<file path="src/rtl/seq_detect_gen.sv">
// seq_detect_gen
//   Serial pattern detector for the lab board. A debounced step button shifts
//   the synchronised data switch into a PAT_LEN-bit history, which is compared
//   against two fixed patterns. Supports overlapping or non-overlapping
//   detection, per-pattern enables and a saturating hit counter. The debounce
//   sample rate comes from a built-in clock-enable divider, so the whole block
//   runs on the single MHz clock.
//
// Ports
//   MHz      in   1      system clock
//   Reset    in   1      synchronous reset, active-low
//   PS3      in   1      raw step push-button (asynchronous, bouncy)
//   W        in   1      raw serial data switch (asynchronous)
//   pat_en   in   2      [0] enables PAT_A, [1] enables PAT_B
//   clr_cnt  in   1      synchronous clear of count (wins over an increment)
//   Z        out  1      match flag, held until the next step
//   hit      out  2      per-pattern match flags {B,A}, held until the next step
//   count    out  CNT_W  saturating count of detection events
//   full     out  1      history holds PAT_LEN valid bits
//   led      out  1      constant 1, power indicator

module seq_detect_gen #(
    parameter int                 DIV     = 10000,
    parameter int                 DB_LEN  = 11,
    parameter int                 PAT_LEN = 4,
    parameter logic [PAT_LEN-1:0] PAT_A   = 4'b1001,
    parameter logic [PAT_LEN-1:0] PAT_B   = 4'b1111,
    parameter bit                 OVERLAP = 1'b1,
    parameter int                 CNT_W   = 8
) (
    input  logic             MHz,
    input  logic             Reset,
    input  logic             PS3,
    input  logic             W,
    input  logic [1:0]       pat_en,
    input  logic             clr_cnt,
    output logic             Z,
    output logic [1:0]       hit,
    output logic [CNT_W-1:0] count,
    output logic             full,
    output logic             led
);

    localparam int DIV_W  = (DIV > 1) ? $clog2(DIV) : 1;
    localparam int FILL_W = $clog2(PAT_LEN + 1);
    localparam logic [DIV_W-1:0]  DIV_LAST = DIV_W'(DIV - 1);
    localparam logic [FILL_W-1:0] FILL_MAX = FILL_W'(PAT_LEN);

    // ------------------------------------------------------------------
    // Two-flop synchronisers for the asynchronous board inputs
    // ------------------------------------------------------------------
    logic ps3_s1, ps3_s2;
    logic w_s1, w_s2;

    always_ff @(posedge MHz) begin
        if (!Reset) begin
            ps3_s1 <= 1'b0;
            ps3_s2 <= 1'b0;
            w_s1   <= 1'b0;
            w_s2   <= 1'b0;
        end else begin
            ps3_s1 <= PS3;
            ps3_s2 <= ps3_s1;
            w_s1   <= W;
            w_s2   <= w_s1;
        end
    end

    // ------------------------------------------------------------------
    // Clock-enable divider: one tick every DIV cycles
    // ------------------------------------------------------------------
    logic [DIV_W-1:0] div_cnt;
    logic             tick;

    assign tick = (div_cnt == DIV_LAST);

    always_ff @(posedge MHz) begin
        if (!Reset) begin
            div_cnt <= '0;
        end else if (tick) begin
            div_cnt <= '0;
        end else begin
            div_cnt <= div_cnt + 1'b1;
        end
    end

    // ------------------------------------------------------------------
    // Hysteresis debouncer. db_level only moves when every stored sample
    // agrees, so a bouncing button never reaches a new level until it has
    // been stable for DB_LEN consecutive ticks.
    // ------------------------------------------------------------------
    logic [DB_LEN-1:0] db_sr;
    logic              db_level;
    logic              db_level_d;
    logic              step;

    always_ff @(posedge MHz) begin
        if (!Reset) begin
            db_sr      <= '0;
            db_level   <= 1'b0;
            db_level_d <= 1'b0;
        end else begin
            if (tick) begin
                db_sr <= {db_sr[DB_LEN-2:0], ps3_s2};
            end
            if (&db_sr) begin
                db_level <= 1'b1;
            end else if (~|db_sr) begin
                db_level <= 1'b0;
            end
            db_level_d <= db_level;
        end
    end

    // High for exactly one cycle, the cycle after db_level rises.
    assign step = db_level & ~db_level_d;

    // ------------------------------------------------------------------
    // Detector. Matches are judged on the history as it will be after this
    // step, so hit/Z update on the same edge as the shift.
    // ------------------------------------------------------------------
    logic [PAT_LEN-1:0] hist;
    logic [PAT_LEN-1:0] hist_next;
    logic [FILL_W-1:0]  fill;
    logic [FILL_W-1:0]  fill_inc;
    logic               full_next;
    logic               m_a;
    logic               m_b;
    logic               match;

    always_comb begin
        hist_next = {hist[PAT_LEN-2:0], w_s2};
        fill_inc  = (fill == FILL_MAX) ? fill : fill + 1'b1;
        full_next = (fill_inc == FILL_MAX);
        m_a       = pat_en[0] & full_next & (hist_next == PAT_A);
        m_b       = pat_en[1] & full_next & (hist_next == PAT_B);
        match     = m_a | m_b;
    end

    always_ff @(posedge MHz) begin
        if (!Reset) begin
            hist <= '0;
            fill <= '0;
            hit  <= 2'b00;
            Z    <= 1'b0;
        end else if (step) begin
            hist <= hist_next;
            // Non-overlap mode: the matched bits stay in hist but are marked
            // invalid, so a new match needs PAT_LEN fresh bits.
            fill <= (match && !OVERLAP) ? '0 : fill_inc;
            hit  <= {m_b, m_a};
            Z    <= match;
        end
    end

    // ------------------------------------------------------------------
    // Saturating event counter; a simultaneous A and B match is one event.
    // ------------------------------------------------------------------
    always_ff @(posedge MHz) begin
        if (!Reset) begin
            count <= '0;
        end else if (clr_cnt) begin
            count <= '0;
        end else if (step && match && (count != {CNT_W{1'b1}})) begin
            count <= count + 1'b1;
        end
    end

    assign full = (fill == FILL_MAX);
    assign led  = 1'b1;

endmodule

</file>
<file path="config.mk">
export PLATFORM = sky130hd
export DESIGN_NAME = seq_detect_gen
export DESIGN_NICKNAME = d
export VERILOG_FILES = /design/src/rtl/seq_detect_gen.sv
export SDC_FILE = /design/constraint.sdc
export NUM_CORES = 1
export LEC_CHECK = 0
export CORE_AREA = 2 2 75 77
export CTS_CLUSTER_SIZE = 24
export DETAILED_ROUTE_END_ITERATION = 8
export DIE_AREA = 0 0 77 79
export DONT_BUFFER_PORTS = 1
export SLEW_MARGIN = 20
export SYNTH_ARGS = -nofsm -noshare
export SYNTH_HDL_FRONTEND = slang
export SYNTH_SLANG_ARGS = --single-unit
</file>
<file path="constraint.sdc">
create_clock -name MHz -period 5.7 [get_ports MHz]
set_input_delay 0.855 -clock MHz [delete_from_list [all_inputs] [get_ports MHz]]
set_output_delay 0.855 -clock MHz [all_outputs]
set_load 0.01 [all_outputs]
</file>
==> results of run 1 <==
## cells in the mapped netlist, types with 6 or more instances
| cell type | number | area share, % |
|---|---|---|
| nor2b_1 | 13 | 3.9 |
| clkbuf_1 | 6 | 1.1 |
| dfxtp_1 | 48 | 46 |
| xor2_1 | 11 | 4.7 |
| mux2i_1 | 12 | 5.8 |
| nor2_1 | 21 | 3.8 |
| nand2_1 | 20 | 3.6 |
| nand3_1 | 12 | 2.9 |
| and3_1 | 8 | 2.4 |
| and2_1 | 9 | 2.7 |
## flip-flops by register name, indices dropped and copies added, names as in the netlist
name and count:
div_cnt 14, db_sr 11, count 8, fill 3, hist 3, hit 2
Z 1, db_level 1, db_level_d 1, ps3_s1 1, ps3_s2 1, w_s1 1
w_s2 1
## logic make-up (layout without fill, tap and decap cells)
group                    after synthesis  after routing  synth area share, %
flip-flops                            48             48                46.43
XOR/XNOR                              16             16                6.771
multiplexers                          12             12                5.804
other                                  1              1               0.1812
AO/OA/AOI/OAI                         20             20                7.255
AND/OR/NAND/NOR                      110            110                28.72
buffers and inverters                 12             11                2.418
adder cells (fa/ha/maj)                4              4                2.418
## layer usage
metal	vias to the layer above	GRT usage [%]	wire length [µm]
li1	755	-	-
met1	663	15.65	1699
met2	18	19.04	1464
met5	-	0	0
met3	4	4.318	147
met4	0	4.286	38
## path summary, 6_finish.rpt
kind | endpoint | cells after the start
max | count[4]$_SDFFE_PP0P_ | 5
min | ps3_s2$_SDFF_PN0_ | 1
max reg2reg | div_cnt[9]$_SDFF_PP0_ | 5
min reg2reg | ps3_s2$_SDFF_PN0_ | 1
## power by group through the flow
stage,clock [W],sequential [W],combinational (W)
floorplan,0,0.000347,0.0000107
global placement,0,0.000348,0.00000917
detailed placement,0,0.000348,0.00000933
CTS,0.000212,0.000340,0.00000936
global route,0.000224,0.000340,0.0000103
finish,0.000201,0.000340,0.00000911
## cell type report
type / instances / area (µm²) / share of cell area (%)
clock buffer: 8 / 90.09 / 4.075
inverter: 3 / 11.26 / 0.5093
multi-input combinational: 163 / 1059 / 47.88
sequential: 48 / 960.9 / 43.46
tap: 72 / 90.09 / 4.075
## metrics by stage
stage	power [W]	hold WS (ns)	worst slack [ns]	cell area, µm²	util [%]
final	0.0005498	0.4375	3.503	2211	41.42
after global routing	0.0005744	0.4582	3.337	2211	41.42
after CTS	0.0005609	0.4436	3.510	2211	41.42
after detailed placement	0.0003570	0.4243	3.202	2121	39.73
after global placement	0.0003568	0.4172	3.206	2121	39.73
after floorplan	0.0003580	0.4119	3.326	2069	-
## critical path, stage by stage
cell       delay (ns)
or3b_4           0.38
a2111oi_4        0.43
nand3_1          0.23
or3_1            0.39
a21oi_1          0.14
==> results.py, run 1 <==
metrics = {
    "status": {
        "outcome": "finished clean",
    },
    "sta": {
        "finalSetupViolCount": 0,
        "fin_crit_ns": 2.197,
        "period_share_pct": 38.54,
        "slew_headroom_pct": 50.41,
        "tns_ns": 0,
        "drv_slew": 0,
        "max_freq_mhz": 455.2,
        "final_hold_viol_count": 0,
        "grt_setup_unrepaired": "false",
        "finalClockSkew_ns": 0.003853,
        "worst_pin_slew_ns": 0.7418,
    },
    "synthesis": {
        "yosys_warnings": 0,
        "syn-num-nets": 234,
        "synth_cell_types": 40,
        "ys_ff_latch": 48,
        "ys.flop_type": "dfxtp_1",
        "async_flop_share_pct": 0,
        "synth_cells": 223,
        "synth_area_um2": 2069,
        "synth_edf_count": 0,
        "yosysSeqAreaShare_pct": 46.43,
        "synth.avg_cell_area_um2": 9.280,
    },
    "power_and_ir_drop": {
        "p_int_w": 0.0004420,
        "p_sw_share_pct": 19.60,
        "p_sw_w": 0.0001077,
        "clockPowerShare_pct": 36.5,
        "power_density_nw_per_um2": 248.7,
        "power_frac_seq_pct": 61.8,
        "ir_worst_vdd_mv": 0.1589,
        "total_leakage_power_nw": 0.8679,
        "pwr-share-comb_pct": 1.7,
    },
    "critical_path": {
        "critPathLaunch": "pat_en[0]",
        "cp-start-kind": "input pin",
        "worst-path-max-fanout": 4,
        "cp.required_ns": 5.92,
        "arrival_ns": 2.42,
        "critPathCaptureType": "flop",
        "ff2ff_setup_slack_ns": 3.55,
        "path_class": "in -> reg",
        "reg2reg_from": "div_cnt[0]$_SDFF_PP0_",
    },
    "layout": {
        "nFillCells": 560,
        "drive_above_1_share_pct": 4.054,
        "area_delta_synth_final_pct": 6.832,
        "mostFrequentLayoutCell": "dfxtp_1",
        "antenna_cells": 0,
        "nNetsFinal": 232,
        "final_cells": 294,
        "final_cell_mix": "dfxtp_1, nor2_1, nand2_1",
    },
    "clock_tree": {
        "ctsResizeCount": 0,
        "root_buffer": "clkbuf_8",
        "holdBufCountCts": 0,
        "clk_pin_slew_ns": 0.08,
        "clk_path_buf_depth": 2,
        "htreeDepth": 2,
        "post_cts_buffers": 0,
        "worstSkewPairLatency_ns": 0.29,
        "cts_tree": "done",
        "numCtsBuffers": 5,
        "cts.sinks": 48,
    },
    "floorplan": {
        "die_w_um": 77,
        "fp.dieArea_um2": 6083,
        "core_area_um2": 5338,
        "pin_count": 20,
        "die_h_um": 79,
        "start_util_pct": 38.77,
        "row_count": 27,
    },
    "routing": {
        "route.detailed.drc": 0,
        "viasPerCell": 4.898,
        "drtIter0Drc": 59,
        "wl_per_cell_um": 11.39,
        "wl_um": 3350,
        "first_pass_iters": 4,
        "vias": 1440,
        "drt.antenna.violating_nets": 0,
    },
    "place": {
        "gp_congestion": 0.7119,
        "port_buffers": 0,
        "place_hpwl_um": 2336,
        "place_inst": 286,
    },
    "global_routing": {
        "track_usage_pct": 12.18,
        "grt_max_degree": 31,
        "grt_pass1_vias": 1358,
        "antenna_found_initial": 0,
        "grt_pass1_wl_um": 6044,
        "grt_overflow": 0,
    },
    "job": {
        "maxCapViolCount": 0,
    },
    "worst_hold_path": {
        "hold_start": "ps3_s1$_SDFF_PN0_",
        "hold_path_class": "reg -> reg",
    },
}
(Power assumes the default switching activity.)
==> run 2, diff against run 1 <==
clock period = 2.25 ns   (was 5.7 ns; I/O delays follow)
==> run 2 against run 1 <==
Effect of this change:
- wire length is 2.8% higher
- largest power group unchanged
- total power grew to 2.5 times the previous value
- clock-buffer cell count is 3 lower
- cell area is 2.0% higher
- via count is 1.1% higher
- worst hold slack worse by 0.28 ns
- flip-flop and latch count stayed put
- sequential power grew to 2.5 times the previous value
==> results.py, run 2 (same netlist as run 1, synthesis figures left out) <==
metrics = {
    "status": {
        "outcome": "finished clean",
    },
    "clock_tree": {
        "clk_pin_slew_ns": 0.09,
        "cts_tree": "done",
        "clk_path_buf_depth": 2,
        "worstSkewPairLatency_ns": 0.29,
        "htreeDepth": 2,
        "root_buffer": "clkbuf_8",
        "numCtsBuffers": 5,
        "cts.sinks": 48,
        "holdBufCountCts": 0,
    },
    "critical_path": {
        "cp_cell_sequence": "inv_1 > ha_1 > nand3b_1 > a2111oi_4 > nand4_2 > or3_1 > a21oi_1",
        "cp_top_family": "simple AND/OR/NAND/NOR gates",
        "worst-path-max-fanout": 5,
        "ff2ff_setup_slack_ns": 0.10,
        "cp.required_ns": 2.48,
        "reg2reg_from": "fill[0]$_SDFFE_PN0P_",
        "slowest_delay_ns": 0.42,
        "r2r-end": "count[7]$_SDFFE_PP0P_",
        "arrival_ns": 2.38,
        "crit_buf_inv": 1,
        "cp-start-kind": "flop",
        "slowest_stage": "a2111oi_4",
        "worstRegToRegCells": 7,
        "critPathCaptureType": "flop",
        "path_class": "reg -> reg",
    },
    "sta": {
        "fin_crit_ns": 2.148,
        "max_freq_mhz": 465.5,
        "whs_ns": 0.1606,
        "final_hold_viol_count": 0,
        "finalClockSkew_ns": 0.003701,
        "period_share_pct": 95.47,
        "finalSetupViolCount": 0,
        "drv_slew": 0,
        "fin_ws_ns": 0.1019,
    },
    "routing": {
        "drtIter0Drc": 72,
        "drt.antenna.violating_nets": 0,
        "route.detailed.drc": 0,
        "wl_um": 3443,
        "vias": 1456,
        "wl_per_cell_um": 11.48,
        "viasPerCell": 4.853,
        "first_pass_iters": 4,
    },
    "floorplan": {
        "start_util_pct": 38.77,
        "pin_count": 20,
        "row_count": 27,
        "die_w_um": 77,
        "core_area_um2": 5338,
        "fp.dieArea_um2": 6083,
        "die_h_um": 79,
    },
    "power_and_ir_drop": {
        "total_power_w": 0.001383,
        "power_density_nw_per_um2": 613.5,
        "total_leakage_power_nw": 0.8957,
        "ir_worst_vdd_mv": 0.5243,
    },
    "place": {
        "gp_congestion": 0.7451,
        "place_hpwl_um": 2411,
        "port_buffers": 0,
        "pre_cts_ws_ns": 0.1301,
    },
    "global_routing": {
        "track_usage_pct": 12.11,
        "grt_max_degree": 31,
        "grt_pass1_vias": 1354,
        "grt_pass1_wl_um": 5989,
        "grt_overflow": 0,
        "antenna_found_initial": 0,
    },
    "layout": {
        "mostFrequentLayoutCell": "dfxtp_1",
        "largestRegisters": "div_cnt (14), db_sr (11), count (8)",
        "area_delta_synth_final_pct": 8.948,
        "nNetsFinal": 238,
        "final_cell_mix": "dfxtp_1, nor2_1, nand2_1",
        "antenna_cells": 0,
        "drive_above_1_share_pct": 7.895,
        "nFillCells": 554,
        "largest_register_ffs": 14,
        "utilization_pct": 42.24,
        "regMostFlops": "div_cnt",
    },
    "worst_hold_path": {
        "whs_endpoint": "hit[1]$_SDFFE_PN0P_",
        "hold_path_class": "in -> reg",
        "hold_depth": 1,
        "hold_start": "Reset",
    },
    "job": {
        "maxCapViolCount": 0,
    },
}
-- run 2: what timing repair did --
action / CTS / global route
setup buffers: 0 / 3
setup endpoints to repair: 0 / 2
resized for setup: 0 / 1
-- run 2: through the flow --
stage | cell area [µm²] | TNS, ns | cells
floorplan | 2069 | 0 | 223
global placement | 2143 | 0 | 289
detailed placement | 2143 | 0 | 289
CTS | 2231 | 0 | 297
global route | 2255 | -0.004197 | 300
finish | 2255 | 0 | 300
-- run 2: power by group --
part | internal, W | switching, W | total (W)
registers | 0.000856 | 0.00000421 | 0.000861
clock network | 0.000217 | 0.000282 | 0.000499
logic | 0.0000127 | 0.0000109 | 0.0000235
-- run 2: area by class of cell --
type	instances	area [µm²]	area share, %
Multi-Input combinational cell	163	1059	46.95
Timing Repair Buffer	6	45.04	1.998
Tap cell	72	90.09	3.996
Clock buffer	5	68.82	3.052
Inverter	3	11.26	0.4994
Clock inverter	3	18.77	0.8324
Sequential cell	48	962.2	42.67
-- run 2: metal layers --
metal  vias up  global-route usage, %  wire, µm
met2        23                  19.91      1521
met3         5                  4.318       180
met1       663                  14.72      1703
met5         -                      0         0
li1        765                      -         -
met4         0                  4.286        38
-- run 2: how the worst max path moves through the flow --
stage,from,to,cells after the start
floorplan,fill[0]$_SDFFE_PN0P_,count[4]$_SDFFE_PP0P_,7
global placement,fill[0]$_SDFFE_PN0P_,count[7]$_SDFFE_PP0P_,7
detailed placement,fill[0]$_SDFFE_PN0P_,count[7]$_SDFFE_PP0P_,7
CTS,fill[0]$_SDFFE_PN0P_,count[7]$_SDFFE_PP0P_,7
global route,fill[0]$_SDFFE_PN0P_,count[7]$_SDFFE_PP0P_,7
finish,fill[0]$_SDFFE_PN0P_,count[7]$_SDFFE_PP0P_,7
==> run 3, diff against run 2 <==
CORE_AREA = 2 2 62 64   (was 2 2 75 77)
DIE_AREA = 0 0 64 66   (was 0 0 77 79)
PLACE_DENSITY = 0.74   (was unset)
clock period = 2.7 ns   (was 2.25 ns; I/O delays follow)
==> run 3 against run 2 <==
Effect of this change:
- wire length decreased by 0.55%
- die area decreased by 31%
- via count increased by 0.89%
- setup slack improved by 0.44 ns
- critical path type unchanged
- highest routed layer unchanged
==> results.py, run 3 (same netlist as run 1, synthesis figures left out) <==
metrics = {
    "clock_tree": {
        "root_buffer": "clkbuf_4",
        "holdBufCountCts": 0,
        "cts.sinks": 48,
        "cts_tree": "done",
        "post_cts_buffers": 0,
        "clk_pin_slew_ns": 0.14,
        "numCtsBuffers": 5,
        "ctsResizeCount": 0,
        "clk_path_buf_depth": 2,
        "worstSkewPairLatency_ns": 0.35,
        "htreeDepth": 2,
    },
    "global_routing": {
        "grt_pass1_vias": 1492,
        "antenna_found_initial": 0,
        "grt_pass1_wl_um": 6106,
        "track_usage_pct": 18.32,
        "grt_max_degree": 31,
        "grt_overflow": 0,
    },
    "sta": {
        "finalClockSkew_ns": 0.01419,
        "drv_slew": 0,
        "grt_setup_unrepaired": "false",
        "fin_crit_ns": 2.159,
        "finalSetupViolCount": 0,
        "whs_ns": 0.1696,
        "max_freq_mhz": 463.1,
        "tns_ns": 0,
        "final_hold_viol_count": 0,
        "period_share_pct": 79.97,
    },
    "place": {
        "place_hpwl_um": 2511,
        "port_buffers": 0,
        "gp_congestion": 0.8073,
    },
    "floorplan": {
        "die_h_um": 66,
        "start_util_pct": 58.28,
        "core_area_um2": 3551,
        "row_count": 22,
        "fp.dieArea_um2": 4224,
        "die_w_um": 64,
        "pin_count": 20,
    },
    "layout": {
        "seqCellArea_um2": 960.9,
        "largestRegisters": "div_cnt (14), db_sr (11), count (8)",
        "regMostFlops": "div_cnt",
        "nNetsFinal": 233,
        "mostFrequentLayoutCell": "dfxtp_1",
        "antenna_cells": 0,
        "area_delta_synth_final_pct": 4.353,
        "multi_input_area_um2": 1059,
        "drive_above_1_share_pct": 5.381,
        "largest_register_ffs": 14,
        "final_cell_mix": "dfxtp_1, nor2_1, nand2_1",
        "nFillCells": 298,
    },
    "critical_path": {
        "path_class": "reg -> reg",
        "worst-path-max-fanout": 5,
        "r2r-end": "count[4]$_SDFFE_PP0P_",
        "cp-start-kind": "flop",
        "worstRegToRegCells": 7,
        "critPathCaptureType": "flop",
        "reg2reg_from": "fill[0]$_SDFFE_PN0P_",
        "ff2ff_setup_slack_ns": 0.54,
        "cp.required_ns": 2.99,
        "arrival_ns": 2.45,
    },
    "worst_hold_path": {
        "whs_endpoint": "div_cnt[2]$_SDFF_PP0_",
        "hold_path_class": "in -> reg",
        "hold_start": "Reset",
        "hold_depth": 1,
    },
    "routing": {
        "drtIter0Drc": 63,
        "viasPerCell": 5.421,
        "drt.antenna.violating_nets": 0,
        "wl_um": 3424,
        "route.detailed.drc": 0,
        "vias": 1469,
        "wl_per_cell_um": 12.63,
        "first_pass_iters": 4,
    },
    "job": {
        "maxCapViolCount": 0,
    },
    "status": {
        "outcome": "finished clean",
    },
    "power_and_ir_drop": {
        "power_density_nw_per_um2": 498.3,
        "total_leakage_power_nw": 0.8646,
        "ir_worst_vdd_mv": 0.3739,
    },
}
## run 3: worst max-delay path: stages (launching register included)
cell       delay [ns]
dfxtp_1          0.40
inv_1            0.08
ha_1             0.30
nand3b_1         0.22
a2111oi_4        0.36
nand3_1          0.23
or3_1            0.38
a21oi_1          0.13
## run 3: power breakdown
part           leakage, nW  internal (W)  switching (W)
sequential           0.388      0.000715     0.00000371
combinational        0.439     0.0000106     0.00000910
clock               0.0380      0.000124       0.000214
total                0.865      0.000850       0.000227
## run 3: per-layer routing
metal	up-vias	share of wire (%)	routed length [µm]	global-route usage, %
met3	8	4.4	151	5.963
met1	673	45	1548	21.10
met4	0	1.6	55	6.522
met5	-	0	0	0
li1	760	-	-	-
met2	28	49	1668	31.77
## run 3: final cells by class
cell class | instances | area share, %
clock inverters | 2 | 0.4635
inverters | 3 | 0.5214
flip-flops and latches | 48 | 44.50
clock buffers | 6 | 2.375
repair buffers | 1 | 0.3476
multi-input cells | 163 | 49.02
well taps | 48 | 2.781
## run 3: worst max-delay path by stage
stage                                     from               endpoint  cells past startpoint
after floorplan           fill[0]$_SDFFE_PN0P_  count[4]$_SDFFE_PP0P_                      7
after global placement    fill[0]$_SDFFE_PN0P_  count[4]$_SDFFE_PP0P_                      7
after detailed placement  fill[0]$_SDFFE_PN0P_  count[4]$_SDFFE_PP0P_                      7
after CTS                 fill[0]$_SDFFE_PN0P_  count[4]$_SDFFE_PP0P_                      7
after global routing      fill[0]$_SDFFE_PN0P_  count[4]$_SDFFE_PP0P_                      7
final                     fill[0]$_SDFFE_PN0P_  count[4]$_SDFFE_PP0P_                      7
## run 3: stage by stage
step                      power (W)  cell area, µm²  instances  setup slack, ns  utilization (%)
after floorplan           0.0007557            2069        223           0.7389                -
after global placement    0.0007528            2098        263           0.6437            59.09
after detailed placement  0.0007540            2098        263           0.5545            59.09
after CTS                  0.001086            2160        271           0.5296            60.82
after global routing       0.001116            2160        271           0.2812            60.82
final                      0.001076            2160        271           0.5408            60.82
